[config.mk]
export PLATFORM = sky130hd
export DESIGN_NAME = inst_dec_pipe
export DESIGN_NICKNAME = d
export VERILOG_FILES = /design/src/rtl/inst_dec_pipe.sv
export SDC_FILE = /design/constraint.sdc
export NUM_CORES = 1
export LEC_CHECK = 0
export ABC_CLOCK_PERIOD_IN_PS = 4500
export BUFFER_PORTS_ARGS = -buffer_cell sky130_fd_sc_hd__buf_2
export CAP_MARGIN = 20
export CORE_ASPECT_RATIO = 0.6
export CORE_MARGIN = 2
export CORE_UTILIZATION = 29
export CTS_CLUSTER_SIZE = 40
export DETAILED_ROUTE_END_ITERATION = 6
export SYNTH_ARGS = -nofsm -noshare
export SYNTH_HDL_FRONTEND = slang
export SYNTH_SLANG_ARGS = --single-unit
export TNS_END_PERCENT = 5
[constraint.sdc]
create_clock -name I_Clk -period 4.5 [get_ports I_Clk]
set_clock_uncertainty 0.1 [all_clocks]
set_input_delay 0.9 -clock I_Clk [delete_from_list [all_inputs] [get_ports I_Clk]]
set_output_delay 0.9 -clock I_Clk [all_outputs]
set_load 0.02 [all_outputs]
[src/rtl/inst_dec_pipe.sv]
// Handshaked 16-bit instruction decoder with a DEPTH-entry queue of decoded bundles.
// Supports stall (I_En), synchronous flush, and a running count of accepted instructions.
module inst_dec_pipe #(
    parameter int          INST_W     = 16,
    parameter int          REG_W      = 4,
    parameter int          ALUOP_W    = 5,
    parameter int          IMM_W      = 16,
    parameter int          DEPTH      = 2,
    parameter logic [15:0] REGWE_MASK = 16'h03FF,
    parameter logic [15:0] SEXT_MASK  = 16'h3000,
    parameter int          CNT_W      = 16
) (
    input  logic               I_Clk,
    input  logic               I_Rst_n,
    input  logic               I_En,
    input  logic               I_Flush,
    input  logic               I_Valid,
    output logic               O_Ready,
    input  logic [INST_W-1:0]  I_Inst,
    output logic               O_Valid,
    input  logic               I_Ready,
    output logic [ALUOP_W-1:0] O_Aluop,
    output logic [REG_W-1:0]   O_SelD,
    output logic [REG_W-1:0]   O_SelA,
    output logic [REG_W-1:0]   O_SelB,
    output logic [IMM_W-1:0]   O_Imm,
    output logic               O_Regwe,
    output logic [CNT_W-1:0]   O_Count
);

    localparam int PTR_W = (DEPTH > 1) ? $clog2(DEPTH) : 1;
    localparam int OCC_W = $clog2(DEPTH + 1);
    localparam int BUN_W = ALUOP_W + 3 * REG_W + IMM_W + 1;

    function automatic logic [PTR_W-1:0] ptr_inc(input logic [PTR_W-1:0] p);
        return (p == PTR_W'(DEPTH - 1)) ? '0 : p + 1'b1;
    endfunction

    logic [3:0]         opcode;
    logic [ALUOP_W-1:0] dec_aluop;
    logic [IMM_W-1:0]   dec_imm;
    logic [BUN_W-1:0]   dec_bundle;

    assign opcode = I_Inst[15:12];

    always_comb begin
        dec_aluop = {opcode, I_Inst[8]};
        dec_imm   = SEXT_MASK[opcode] ? IMM_W'($signed(I_Inst[7:0]))
                                      : IMM_W'(I_Inst[7:0]);
        dec_bundle = {dec_aluop, I_Inst[11:8], I_Inst[7:4], I_Inst[3:0],
                      dec_imm, REGWE_MASK[opcode]};
    end

    logic [PTR_W-1:0] wr_ptr_q, wr_ptr_d;
    logic [PTR_W-1:0] rd_ptr_q, rd_ptr_d;
    logic [OCC_W-1:0] occ_q, occ_d;
    logic [CNT_W-1:0] cnt_q, cnt_d;
    logic             not_full, has_data, push, pop;

    // Ready comes only from registered occupancy so it never combinationally follows I_Ready.
    assign not_full = (occ_q < OCC_W'(DEPTH));
    assign has_data = (occ_q != '0);
    assign O_Ready  = I_En & not_full;
    assign O_Valid  = has_data;
    assign push     = I_En & I_Valid & not_full & ~I_Flush;
    assign pop      = I_En & has_data & I_Ready & ~I_Flush;

    always_comb begin
        wr_ptr_d = wr_ptr_q;
        rd_ptr_d = rd_ptr_q;
        occ_d    = occ_q;
        cnt_d    = cnt_q;
        if (I_Flush) begin
            wr_ptr_d = '0;
            rd_ptr_d = '0;
            occ_d    = '0;
            cnt_d    = '0;
        end else begin
            if (push) begin
                wr_ptr_d = ptr_inc(wr_ptr_q);
                cnt_d    = cnt_q + 1'b1;
            end
            if (pop) begin
                rd_ptr_d = ptr_inc(rd_ptr_q);
            end
            case ({push, pop})
                2'b10:   occ_d = occ_q + 1'b1;
                2'b01:   occ_d = occ_q - 1'b1;
                default: occ_d = occ_q;
            endcase
        end
    end

    always_ff @(posedge I_Clk or negedge I_Rst_n) begin
        if (!I_Rst_n) begin
            wr_ptr_q <= '0;
            rd_ptr_q <= '0;
            occ_q    <= '0;
            cnt_q    <= '0;
        end else begin
            wr_ptr_q <= wr_ptr_d;
            rd_ptr_q <= rd_ptr_d;
            occ_q    <= occ_d;
            cnt_q    <= cnt_d;
        end
    end

    logic [BUN_W-1:0] ent_all [DEPTH];

    generate
        for (genvar gi = 0; gi < DEPTH; gi++) begin : g_entry
            logic [BUN_W-1:0] ent_q, ent_d;

            always_comb begin
                ent_d = ent_q;
                if (push && (wr_ptr_q == PTR_W'(gi))) begin
                    ent_d = dec_bundle;
                end
            end

            always_ff @(posedge I_Clk or negedge I_Rst_n) begin
                if (!I_Rst_n) begin
                    ent_q <= '0;
                end else begin
                    ent_q <= ent_d;
                end
            end

            assign ent_all[gi] = ent_q;
        end
    endgenerate

    // Stale entries stay in storage after a pop or flush, so the head is masked when empty.
    logic [BUN_W-1:0] head;
    assign head = has_data ? ent_all[rd_ptr_q] : '0;

    assign {O_Aluop, O_SelD, O_SelA, O_SelB, O_Imm, O_Regwe} = head;
    assign O_Count = cnt_q;

endmodule

==> results of run 1 <==
## flip-flops by register name (all words and copies together), names as in the netlist
signal,cells
O_Count,16
occ_q,2
rd_ptr_q,1
g_entry.ent_q,36
wr_ptr_q,1
## layout by cell type (no fill, tap or decap), types with 3 or more instances in the layout
cell type / instances
sky130_fd_sc_hd__a21oi_1: 8
sky130_fd_sc_hd__buf_2: 73
sky130_fd_sc_hd__clkbuf_16: 5
sky130_fd_sc_hd__dfrtp_1: 56
sky130_fd_sc_hd__inv_1: 3
sky130_fd_sc_hd__mux2_2: 25
sky130_fd_sc_hd__mux2_4: 9
sky130_fd_sc_hd__mux2i_1: 22
sky130_fd_sc_hd__nand2_1: 8
sky130_fd_sc_hd__nand3_1: 5
sky130_fd_sc_hd__nand4_1: 5
sky130_fd_sc_hd__nor2_1: 31
sky130_fd_sc_hd__o21ai_0: 7
sky130_fd_sc_hd__o31ai_1: 4
sky130_fd_sc_hd__or3_1: 3
sky130_fd_sc_hd__or4_1: 4
sky130_fd_sc_hd__xor2_1: 8
## path summary, 6_finish.rpt
kind / endpoint / depth (start not counted) / slack, ns / start
worst min register to register: g_entry[1].ent_q[16]$_DFFE_PN0P_ / 2 / 0.38 / g_entry[1].ent_q[16]$_DFFE_PN0P_
worst min-delay path: g_entry[1].ent_q[16]$_DFFE_PN0P_ / 2 / 0.38 / g_entry[1].ent_q[16]$_DFFE_PN0P_
min in group asynchronous: O_Count[0]$_DFFE_PN0P_ / 1 / 0.54 / I_Rst_n
worst max register to register: g_entry[1].ent_q[28]$_DFFE_PN0P_ / 3 / 1.81 / occ_q[1]$_DFFE_PN0P_
max in group asynchronous: g_entry[0].ent_q[22]$_DFFE_PN0P_ / 2 / 2.94 / I_Rst_n
worst max-delay path: O_Imm[9] / 3 / 1.50 / occ_q[1]$_DFFE_PN0P_
## power by group through the flow
stage               logic [mW]  registers [mW]  clock network, mW
CTS                      0.240           0.636              0.466
finish                   0.239           0.633              0.452
global placement         0.233           0.643                  0
floorplan                0.187           0.632                  0
global route             0.264           0.648              0.488
detailed placement       0.239           0.646                  0
## cells by family after synthesis
| logic type | count (synthesis) |
|---|---|
| compound gates | 20 |
| xor+xnor | 10 |
| fa+ha+maj | 1 |
| buf+inv | 32 |
| flops | 56 |
| mux | 56 |
| simple gates | 69 |
## worst reg2reg max path: cells and delay by family (launching register included)
family	cells	cell delay (ns)
flip-flops	1	0.44
AND/OR/NAND/NOR	2	1.48
multiplexers	1	0.56
## per-layer routing
metal  vias to the layer above  routed length, µm
met1                       923               3288
met3                         7                364
met5                         -                  0
met2                        49               2359
met4                         0                 70
li1                        940                  -
## layout make-up
class                   count  area [µm²]  area share
well taps                 130       162.7     0.04806
flip-flops and latches     56        1401      0.4140
inverters                   3       11.26    0.003327
repair buffers             76       407.9      0.1205
clock buffers               6       138.9     0.04104
clock inverters             2       38.79     0.01146
diodes                      1       2.502   0.0007394
multi-input cells         156        1221      0.3608
==> summary by stage, run 1 <==
Global route
The initial antenna violation count came to 1. The met3 capacity usage during global routing is 0.03914. The layer with the highest usage is met1. The overflow left after global routing is 0.

The first-pass GRT wire length is 10.01 mm. The largest net degree at the start of global routing is 30. For this run, global-route usage on met1 was measured as 0.1783. For this run, global-route usage on met2 was measured as 0.1696. Across every metal layer, demand over resource in global routing totals 0.1221. The number of global-route vias before repair is 1889.

Job
The count of max-cap constraint violations is 0.

Worst setup path
The critical path is of the flop to output port type. The kind of end point of the critical path is an output port. The largest single stage delay on the critical path is 0.75 ns.

The slowest stage of the critical path is the sky130_fd_sc_hd__nor2_2 cell. The critical path arrival is 2.00 ns. The required arrival time at the worst endpoint is 3.50 ns.

STA classifies the critical path startpoint as a flop. In this design, the largest share of critical-path delay is due to simple AND/OR/NAND/NOR gates. Counting both buffers and inverters, the worst setup path holds a total of 1.

Traced cell by cell, the critical path runs through nor2_2, nor2_1, buf_2. Along the worst path, the maximum fanout reaches 21.

Placed design
The worst slack at placement is 1.199 ns. Routability-driven placement finished with a final weighted congestion of 0.7408. Detailed placement ended at an HPWL of 4.333 mm. The placed instance count is 420. Input and output buffers added on the ports amount to 73. The cell area after placement is 0.003177 mm².

Logic synthesis
In the synthesized netlist, the number of instances is 244. The share of the Yosys chip area taken by registers is 0.4949. The most common cell in the synthesized netlist is sky130_fd_sc_hd__dfrtp_1. Averaged over all synthesized cells, the footprint is 11.60 µm².

The net count after synthesis is 267. sky130_fd_sc_hd__dfrtp_1 takes more of the synthesized area than any other cell. The yosys synthesis warning count is 0. By area, the combinational part of the netlist is dominated by multiplexers. The post-synthesis instance area is 0.002831 mm². The area share of the largest cell type after synthesis is 0.4949. The post-synthesis share of cell area spent on and, or, nand and nor gates is 0.1277. The count of state elements after synthesis is 56. Ranked by instance count, the synthesized netlist is headed by sky130_fd_sc_hd__dfrtp_1, sky130_fd_sc_hd__nor2_1, sky130_fd_sc_hd__mux2_2. The number of different library cells in the post-synthesis netlist is 32. By area the synthesized netlist is led by sky130_fd_sc_hd__dfrtp_1, sky130_fd_sc_hd__mux2_2, sky130_fd_sc_hd__mux2i_1.

The fraction of the mapped netlist area in compound gates is 0.04021. In this run, synthesis inferred 0 flip-flops with an integrated enable. Measured against the total synthesized area, the mux share comes to 0.2249. The post-synthesis share of cell area spent on full adders, half adders and majority gates is 0.004419.

Among all flip-flop cells after synthesis, the most frequent one is sky130_fd_sc_hd__dfrtp_1. The area share of xor/xnor cells in the synthesized design is 0.03093. The proportion of synthesized flip-flops having asynchronous set or reset is 1.000.

Power and ir drop
The internal cell power is 992.6 µW. The worst voltage drop across the vdd grid is 0.0001434 V. The cell leakage power is 1.588 nW. Total power for the finished layout comes to 1.324 mW. The share of total power dissipated in the clock network is 0.341.

The sequential fraction of design power is 0.478. The part of the total power dissipated in combinational logic is 0.180. The total power density per cell area is 391.1 mW/mm². The net switching component of the power is 331.1 µW. The switching share of power is 0.2502.

STA
Setup total negative slack on the finished layout was measured at 0 ns. The setup violation total in the final timing report is 0. The max-slew headroom at the worst pin is 0.3400. The final cycle utilization of the critical path is 0.6661. The count of endpoints failing hold in the final timing report is 0. The post-layout minimum cycle time is 2.997 ns. Across all hold checks on the routed design, the worst slack comes to 0.3812 ns. Based on the critical path, the design can be clocked at up to 333.6 MHz. Setup repair after global routing left no endpoint under its margin.

The slack of the critical path is 1.503 ns. The worst-margin pin slew is 0.9870 ns. The max-slew violation total from the final report is 0.

Routing
The aggregate routed wire length is 6.083 mm. The count of nets left with antenna violations once routing finished came out at 0. The DRC violation count after routing is 0. The routed length per instance is 14.15 µm. In this run, the number of DRC markers left after iteration 0 of detailed routing was 129. For this run, the detailed router's first-pass iteration total came to 4. Dividing the detail-routed via count by the number of cells gives 4.463.

The via count of the routed design is 1919.

Die
The number of placed I/O pins is 74. The floorplan die height is 80.54 µm. The floorplan step defined a die boundary enclosing 0.01060 mm². The count of standard-cell rows is 27.

The x dimension of the die is 131.6 µm. The initial standard-cell utilization of the core is 0.3037. The core region is 0.009324 mm².

CTS
The source-to-sink clock delay at the later pin of the worst-skew pair is 0.29 ns. The number of gates resized after CTS was 0. Clock-pin slew was measured on the worst setup and hold paths at 0.07 ns. Buffers inserted during clock tree synthesis total 5. The total of hold buffers inserted after clock tree synthesis is 0. The maximum buffer depth of the clock tree is 2. In this run the clock root is driven by a sky130_fd_sc_hd__clkbuf_16. The number of levels in the clock H-tree is 2. The clock net in this run drives a total of 56 sinks. The number of buffers inserted to repair setup after CTS is 0.

TritonCTS built the clock tree.

Finish
The number of non-filler instances in the completed layout is 430. Of the cells placed in the final design, the portion with a size suffix greater than 1 is 0.4047. The fill cell instance count of the final layout is 950. The layout-stage area growth over the synthesis result is 19.53%. The share of the core filled with cells in the final layout is 0.3630. The final-stage net count is 321. The post-route cell area is 0.003385 mm².

Status
The flow ran to the end, and the final reports show no timing, DRC or antenna violations.

Min path
The worst hold path class is flop to flop.
Power figures use the tool's default switching activity.
==> run 2: changes to the inputs <==
--- a/config.mk
+++ b/config.mk
@@ -5,7 +5,7 @@
 export SDC_FILE = /design/constraint.sdc
 export NUM_CORES = 1
 export LEC_CHECK = 0
-export ABC_CLOCK_PERIOD_IN_PS = 4500
+export ABC_CLOCK_PERIOD_IN_PS = 2950
 export BUFFER_PORTS_ARGS = -buffer_cell sky130_fd_sc_hd__buf_2
 export CAP_MARGIN = 20
 export CORE_ASPECT_RATIO = 0.6
==> constraint.sdc (replaced) <==
create_clock -name I_Clk -period 2.95 [get_ports I_Clk]
set_clock_uncertainty 0.1 [all_clocks]
set_input_delay 0.59 -clock I_Clk [delete_from_list [all_inputs] [get_ports I_Clk]]
set_output_delay 0.59 -clock I_Clk [all_outputs]
set_load 0.02 [all_outputs]
==> run 2 against run 1 <==
Final cell count grew 0.70%. Via count grew 2.0%. Sequential power grew 53%. Non-clock buffer count grew 4. Clock power grew 34%. Critical path type unchanged.
==> summary by stage, run 2 (synthesis gave the netlist of run 1 again) <==
Placed design
The final weighted congestion in routability-driven placement is 0.7237 (was 0.7408). The HPWL reported at the end of detailed placement is 4.421 mm (was 4.333 mm). The placed instance count is 425 (was 420).

The number of I/O port buffers is 73 (unchanged).

Worst setup path
The launch instance of the worst register-to-register path is occ_q[1]$_DFFE_PN0P_ (unchanged). The category of the most critical setup path is flop to output port (unchanged). Worst-path cell chain: nor2_2, buf_4, nor2_1, buf_2 (was nor2_2, nor2_1, buf_2). The highest net fanout along the worst path was 13 (was 21). The buffering stage count on the worst path with inverters included is 2 (was 1).

The required arrival time at the worst endpoint was 2.26 ns (was 3.50 ns). The critical path launch point is occ_q[1]$_DFFE_PN0P_ (unchanged). The kind of start point of the critical path was a flop (unchanged). The dominant delay contributor by cell family on the critical path is simple AND/OR/NAND/NOR gates (unchanged). The delay contributed by the slowest stage of the critical path was 0.53 ns (was 0.75 ns). The critical path arrival was 1.80 ns (was 2.00 ns). The cell with the largest stage delay on the worst path is sky130_fd_sc_hd__nor2_2 (unchanged). The kind of end point of the critical path is an output port (unchanged).

Finish
The fill cell instance count of the final layout is 971 (was 950). The register name with the most flops is g_entry.ent_q (unchanged). The number of flip-flops under the largest register name came to 36 (unchanged). The share of the core filled with cells in the final layout was 0.3618 (was 0.3630). The area occupied by registers is 0.001401 mm² (unchanged).

Highest-count cells in the layout ignoring fill and taps: sky130_fd_sc_hd__buf_2, sky130_fd_sc_hd__dfrtp_1, sky130_fd_sc_hd__nor2_1, sky130_fd_sc_hd__mux2_2, sky130_fd_sc_hd__mux2i_1 (unchanged). The layout-stage area growth over the synthesis result is 19.13% (was 19.53%). The area occupied by multi-input gates came to 0.001221 mm² (unchanged). The leading cell type in the layout, fill and taps excluded is sky130_fd_sc_hd__buf_2 (unchanged). The number of non-filler instances in the completed layout was 433 (was 430). The fraction of layout instances using a drive strength above 1 was 0.4059 (was 0.4047).

The final-stage net count is 325 (was 321). The number of antenna repair diodes is 0 (was 1).

STA
In the finished design, the share of the clock period the worst path needs comes to 0.8425. The worst-margin pin slew is 0.6926 ns (was 0.9870 ns). The setup violation total in the final timing report is 0 (unchanged).

The max-slew headroom at the worst pin is 0.5383 (was 0.3400). The final setup TNS is 0 ns (unchanged). Timing would allow up to 402.4 MHz. The count of endpoints failing hold in the final timing report is 0 (unchanged). The post-layout minimum cycle time is 2.485 ns. Unrepaired setup endpoints after global routing: false (unchanged).

The max-slew violation total from the final report was 0 (unchanged).

Routing
The number of nets with antenna violations after detailed routing is 0 (unchanged). The aggregate routed wire length is 6.221 mm (was 6.083 mm). The number of violations reported at the end of detailed-routing iteration 0 is 93 (was 129). The routed length per instance was 14.37 µm (was 14.15 µm). The number of detailed-routing iterations run before antenna repair is 4 (unchanged). The via count of the routed design is 1957 (was 1919). The per-cell via count in the routed design is 4.520 (was 4.463). The DRC violation count after routing is 0 (unchanged).

Power and ir drop
The cell leakage power is 1.589 nW (was 1.588 nW). The total power density per cell area is 576.5 mW/mm² (was 391.1 mW/mm²). The worst voltage drop across the vdd grid is 0.0002822 V (was 0.0001434 V).

Die
The count of standard-cell rows is 27 (unchanged). The die area is 0.01060 mm² (unchanged). The floorplan die height is 80.54 µm (unchanged). The number of placed I/O pins was 74 (unchanged).

The x dimension of the die is 131.6 µm (unchanged). The core area is 0.009324 mm² (unchanged). The initial standard-cell utilization of the core is 0.3037 (unchanged).

CTS
The total of hold buffers inserted after clock tree synthesis is 0 (unchanged). The maximum buffer depth of the clock tree is 2 (unchanged). The number of buffers inserted to repair setup after CTS is 0 (unchanged).

The buffer type at the clock tree root is sky130_fd_sc_hd__clkbuf_16 (unchanged). The total number of clock tree sinks came to 56 (unchanged). The quantity of gates resized following cts is 0 (unchanged). The clock transition time at the flip-flop clock pins of the worst setup and hold paths came to 0.07 ns (about the same). The source-to-sink clock delay at the later pin of the worst-skew pair is 0.29 ns (about the same). The clock tree from TritonCTS was yes (unchanged). The number of levels in the clock H-tree was 2 (unchanged).

The total CTS buffers is 5 (unchanged).

Global route
The number of global-route vias before repair came to 1922 (was 1889). The all-layer global routing usage is 0.1225 (was 0.1221). The initial antenna violation count came to 0 (was 1).

The first-pass GRT wire length is 10.02 mm (was 10.01 mm). The largest net degree at the start of global routing is 30 (unchanged). The overflow left after global routing came to 0 (unchanged).

Job
The count of max-cap constraint violations is 0 (unchanged).

Status
Outcome: completed (unchanged).

Min path
The worst hold path class is input pin to asynchronous set/reset pin (was flop to flop).
## run 2: area by class of cell
type / instances / area share
Inverter: 3 / 0.003338
Sequential cell: 56 / 0.4154
Tap cell: 130 / 0.04822
Clock buffer: 8 / 0.04340
Timing Repair Buffer: 80 / 0.1276
Multi-Input combinational cell: 156 / 0.3620
## run 2: worst paths after layout
path | depth (start not counted) | to | slack [ns]
setup / recovery | 4 | O_Imm[1] | 0.46
hold / removal | 1 | O_Count[5]$_DFFE_PN0P_ | 0.23
setup reg to reg | 4 | g_entry[0].ent_q[20]$_DFFE_PN0P_ | 1.03
hold reg to reg | 2 | g_entry[1].ent_q[16]$_DFFE_PN0P_ | 0.39
max in group asynchronous | 2 | g_entry[0].ent_q[17]$_DFFE_PN0P_ | 1.92
min in group I_Clk | 2 | g_entry[1].ent_q[16]$_DFFE_PN0P_ | 0.39
## run 2: where the power goes
group	switching (mW)	internal (mW)
Combinational	0.177	0.193
Clock	0.267	0.340
Sequential	0.0691	0.899
Total	0.513	1.43
## run 2: layer usage
layer / track usage / wire length, µm / share of wire / up-vias
met5: 0 / 0 / 0 / -
met4: 0.03261 / 48 / 0.0077 / 0
met3: 0.03346 / 394 / 0.063 / 4
met2: 0.1822 / 2646 / 0.43 / 56
met1: 0.1748 / 3132 / 0.50 / 948
li1: - / - / - / 949
## run 2: through the flow
stage               cell area (µm²)  power (mW)  hold slack (ns)  worst slack [ns]
floorplan                      2831       1.249           0.1944            0.7792
global placement               3227       1.343           0.3638            0.7923
detailed placement             3227       1.361           0.3814            0.7491
global route                   3373       2.058           0.2859            0.3360
finish                         3373       1.945           0.2339            0.4648
CTS                            3373       1.978           0.2702            0.4207
